--- config.mk ---
export PLATFORM = sky130hd
export DESIGN_NAME = dcache_ctrl
export DESIGN_NICKNAME = d
export VERILOG_FILES = /design/src/rtl/dcache_ctrl.sv
export SDC_FILE = /design/constraint.sdc
export NUM_CORES = 2
export LEC_CHECK = 0
export CAP_MARGIN = 10
export CORE_AREA = 2 2 508 611
export DETAILED_ROUTE_END_ITERATION = 10
export DIE_AREA = 0 0 510 613
export GPL_TIMING_DRIVEN = 0
export PLACE_DENSITY_LB_ADDON = 0.2
export SLEW_MARGIN = 20
export SYNTH_ARGS = -nofsm -noshare
export SYNTH_HDL_FRONTEND = slang
export SYNTH_MEMORY_MAX_BITS = 65536
export SYNTH_SLANG_ARGS = --single-unit
--- constraint.sdc ---
create_clock -name clk_i -period 9.3 [get_ports clk_i]
set_input_delay 2.79 -clock clk_i [delete_from_list [all_inputs] [get_ports clk_i]]
set_output_delay 2.79 -clock clk_i [all_outputs]
set_load 0.02 [all_outputs]
--- src/rtl/dcache_ctrl.sv ---
// Direct-mapped write-back/write-allocate data cache: 16 lines x 32 bytes, one-word CPU port.
// Hits complete in the request cycle; misses stall through WRITEBACK/ALLOCATE/REFILL.
module dcache_ctrl (
  input  logic         clk_i,
  input  logic         rst_i,
  input  logic [31:0]  cpu_addr_i,
  input  logic [31:0]  cpu_data_i,
  input  logic         cpu_MemRead_i,
  input  logic         cpu_MemWrite_i,
  output logic [31:0]  cpu_data_o,
  output logic         cpu_stall_o,
  output logic [31:0]  mem_addr_o,
  output logic [255:0] mem_data_o,
  output logic         mem_enable_o,
  output logic         mem_write_o,
  input  logic [255:0] mem_data_i,
  input  logic         mem_ack_i
);

  typedef enum logic [1:0] {IDLE, WRITEBACK, ALLOCATE, REFILL} state_e;

  state_e         state_q, state_d;
  logic [15:0]    valid_q, dirty_q;
  logic [22:0]    tag_q  [16];
  logic [255:0]   data_q [16];

  logic [3:0]     idx;
  logic [2:0]     word;
  logic [22:0]    tag;
  logic [7:0]     word_base;
  logic           req, hit, victim_dirty, alloc_done;
  logic           addr_unused;

  assign idx          = cpu_addr_i[8:5];
  assign word         = cpu_addr_i[4:2];
  assign tag          = cpu_addr_i[31:9];
  assign word_base    = {word, 5'b0};
  assign addr_unused  = ^cpu_addr_i[1:0];
  assign req          = cpu_MemRead_i | cpu_MemWrite_i;
  assign hit          = (state_q == IDLE) && req && valid_q[idx] && (tag_q[idx] == tag);
  assign victim_dirty = valid_q[idx] & dirty_q[idx];
  assign alloc_done   = (state_q == ALLOCATE) && mem_ack_i;

  always_comb begin
    state_d = state_q;
    unique case (state_q)
      IDLE:      if (req && !hit) state_d = victim_dirty ? WRITEBACK : ALLOCATE;
      WRITEBACK: if (mem_ack_i) state_d = ALLOCATE;
      ALLOCATE:  if (mem_ack_i) state_d = REFILL;
      REFILL:    state_d = IDLE;
      default:   state_d = IDLE;
    endcase
  end

  always_ff @(posedge clk_i or negedge rst_i) begin
    if (!rst_i) begin
      state_q <= IDLE;
      valid_q <= '0;
      dirty_q <= '0;
    end else begin
      state_q <= state_d;
      if (hit && cpu_MemWrite_i) dirty_q[idx] <= 1'b1;
      if (alloc_done) begin
        valid_q[idx] <= 1'b1;
        dirty_q[idx] <= 1'b0;
      end
    end
  end

  // Tag/data arrays carry no reset: valid bits alone decide whether contents count.
  always_ff @(posedge clk_i) begin
    if (hit && cpu_MemWrite_i) data_q[idx][word_base +: 32] <= cpu_data_i;
    if (alloc_done) begin
      data_q[idx] <= mem_data_i;
      tag_q[idx]  <= tag;
    end
  end

  // Stall is gated by reset so a request held across reset does not show as a miss.
  assign cpu_stall_o  = rst_i & ((state_q != IDLE) | (req & ~hit));
  assign cpu_data_o   = (hit && !cpu_MemWrite_i) ? data_q[idx][word_base +: 32] : 32'h0;
  assign mem_enable_o = (state_q == WRITEBACK) || (state_q == ALLOCATE);
  assign mem_write_o  = (state_q == WRITEBACK);
  assign mem_data_o   = (state_q == WRITEBACK) ? data_q[idx] : 256'h0;

  always_comb begin
    mem_addr_o = 32'h0;
    if (state_q == WRITEBACK) mem_addr_o = {tag_q[idx], idx, 5'b0};
    else if (state_q == ALLOCATE) mem_addr_o = {tag, idx, 5'b0};
  end

endmodule

==> results.cfg <==
[yosys]
synth_area_um2 = 177400
syn_inst = 7763
synth_enable_flop_cells = 4464
synthFlopType = edfxtp_1
synth_seq_cells = 4498
syn_area_per_cell_um2 = 22.85
synth_seq_area_share_pct = 76.05
ys_warn_count = 0
synth_cell_type_count = 63
ys_async_sr_fraction_pct = 0.7559

[finish]
final_common_cell = edfxtp_1
syn2layout_area_growth_pct = 21.42
stdcell_count = 13753
layout_common_cells = 4464 x edfxtp_1, 1413 x mux4_2, 566 x clkdlybuf4s50_1
final_layout_size_suffix_gt1_share_pct = 33.28
nets = 9587
final_core_utilization_pct = 70.24

[critical_path]
cp_slowest_cell = a2111oi_4
path_depth = 8
reg2reg_depth = 9
cp-end-kind = output port
cp-endpoint = cpu_data_o[18]
critPathRequiredTime_ns = 6.51
critPathTopFamily = buffers and inverters
crit_buf_inv = 5
max_stage_delay_ns = 0.96
rr_startpoint = state_q[0]$_DFFE_PN0P_
critPathMaxFanout = 10
ff2ff_setup_slack_ns = 3.65
reg2reg_to = data_q[4][3]$_DFFE_PP_
path_class = input port to output port
crit_chain = dlygate4sd2_1, inv_1, clkbuf_2, nand2_1, clkbuf_1, o22ai_2, a2111oi_4, buf_4
critPathArrivalTime_ns = 6.91
critPathLaunchType = input port
cp-startpoint = cpu_addr_i[2]

[timing]
tightest_slew_ns = 1.328
fmax_mhz = 103.0
slew_headroom_pct = 11.46
rsz0062_at_grt = true
setup_slack_ns = -0.4043
finalHoldViolCount = 0
fin_skew_ns = 0.06972
drv_slew = 0
fin_crit_sh_pct = 104.3
fin_crit_ns = 9.704
finalSetupViolCount = 38

[outcome]
outcome = finished, violations left
violations = antenna violations, negative setup slack

[clocking]
htreeDepth = 5
tritoncts = done
clk_pin_slew_worst_paths_ns = 0.07
cts_root_buf = clkbuf_16
clkLatencyLatePin_ns = 0.98
cts.path.max_buffers = 4
cts_buffers = 417
postCtsHoldBufs = 0
cts_sinks = 4498

[pwr]
p_leak_nw = 65.83
power_density_nw_per_um2 = 227.8
ir_drop_mv = 0.1826

[placement]
place_congestion = 0.9725
hpwl_um = 434000
dp_cells = 12728
io_buffers = 637

[flow_run]
drv_cap = 0

[routing]
drtIter0Drc = 16971
post_drt_wl_per_cell_um = 45.65
drc = 0
dr.pass1.iters = 6
drtAntennaViolNets = 1
routed_via_density = 7.212
num_vias = 99193
wl_um = 627900

[global_route]
grt_pass1_wl_um = 830800
grt.overflow.total = 0
grt_max_degree = 33
antenna_found_initial = 93
gr-usage-all-layers_pct = 40.43
grt_pass1_vias = 95022

[floorplan]
io_pins = 648
rows = 223
fp.dieArea_um2 = 312600
core_area_um2 = 306600
die_h_um = 613
initial_core_util_pct = 57.85
die_x_um = 510

[min_path]
hp-class = flip-flop to flip-flop
## final cells by class
type	count	area, µm²
Antenna cell	107	267.8
Timing Repair Buffer	1072	14550
Multi-Input combinational cell	2755	42110
Clock buffer	509	11100
Sequential cell	4498	134900
Buffer	500	4758
Fill cell	17474	91260
Clock inverter	249	2575
Tap cell	4050	5067
Inverter	13	51.30
## logic make-up (layout without fill, tap and decap cells)
family / count (synthesis) / after routing / synth area share [%]
other: 1 / 112 / 0.002114
AOI/OAI and AO/OA: 435 / 435 / 1.911
adders and majority gates: 5 / 5 / 0.03527
DFF: 4498 / 4498 / 76.05
xor gates and xnor gates: 29 / 29 / 0.1432
muxes: 1483 / 1483 / 18.34
and+or+nand+nor: 798 / 798 / 2.231
buffers and inverters: 514 / 2343 / 1.287
## how the worst min path moves through the flow
stage | endpoint | from | slack, ns | cells past startpoint
3_5_place_dp | valid_q[8]$_DFFE_PN0P_ | valid_q[8]$_DFFE_PN0P_ | 0.45 | 1
6_report | valid_q[2]$_DFFE_PN0P_ | valid_q[2]$_DFFE_PN0P_ | 0.47 | 1
3_3_place_gp | valid_q[2]$_DFFE_PN0P_ | valid_q[2]$_DFFE_PN0P_ | 0.45 | 1
4_1_cts | valid_q[2]$_DFFE_PN0P_ | valid_q[2]$_DFFE_PN0P_ | 0.47 | 1
5_1_grt | valid_q[2]$_DFFE_PN0P_ | valid_q[2]$_DFFE_PN0P_ | 0.48 | 1
2_1_floorplan | valid_q[10]$_DFFE_PN0P_ | valid_q[10]$_DFFE_PN0P_ | 0.43 | 1
## cells in the mapped netlist, types with 19 or more instances
| library cell | instances | area (µm²) |
|---|---|---|
| a21oi_1 | 36 | 180.2 |
| a22o_1 | 211 | 1848 |
| and2_1 | 279 | 1745 |
| buf_1 | 22 | 82.58 |
| buf_2 | 116 | 580.6 |
| buf_4 | 23 | 172.7 |
| clkbuf_1 | 323 | 1212 |
| dfrtp_1 | 34 | 850.8 |
| edfxtp_1 | 4464 | 134000 |
| mux2i_1 | 62 | 620.6 |
| mux4_2 | 1413 | 31820 |
| nand2_1 | 216 | 810.8 |
| nand3_1 | 22 | 110.1 |
| nor2_1 | 193 | 724.4 |
| nor2_2 | 30 | 187.7 |
| o21ai_0 | 85 | 425.4 |
| o22ai_1 | 19 | 118.9 |
| xnor2_1 | 24 | 210.2 |
## timing repair
action / CTS / global route
gates cloned: 10 / 0
pin swaps: 32 / 23
hold endpoints to repair: 0 / 0
endpoints found under the setup margin: 309 / 49
buffers inserted: 118 / 25
resized for setup: 1024 / 100
## sequential cells by signal (all words and copies together) (netlist names)
name     cells
state_q      2
data_q    4096
dirty_q     16
tag_q      368
valid_q     16
## per-layer routing
metal,vias to the layer above,GRT usage (%),share of wire [%]
met1,51525,49.52,31
met3,2077,15.74,15
li1,36238,-,-
met5,-,0.9051,0.15
met2,9291,57.49,44
met4,62,32.30,10
## worst register-to-register path: cells and delay by family (launching register included)
family,cells,cell delay (ns)
buf+inv,5,2.29
simple gates,2,1.33
compound gates,1,1.09
fa+ha+maj,1,0.22
flops,1,0.36
## stage by stage
step	area, µm²	total power, W	TNS (ns)	hold WS [ns]	setup slack [ns]
floorplan	177400	0.02736	0	0.4337	0.2370
global placement	188800	0.03081	-9924.46	0.4457	-5.568
detailed placement	196500	0.03139	-594.84	0.4497	-3.091
CTS	214500	0.04867	-0.8783	0.4660	-0.07847
global route	215200	0.04983	-5.673	0.4778	-0.3885
finish	215400	0.04907	-5.425	0.4662	-0.4043
## where the power goes
group          internal [W]  switching (W)  leakage, nW
registers            0.0236       0.000123         38.3
logic               0.00262        0.00525         20.9
clock network       0.00989        0.00759         6.68
total                0.0361         0.0130         65.8
Note: power is estimated with default switching activity, not from simulation.
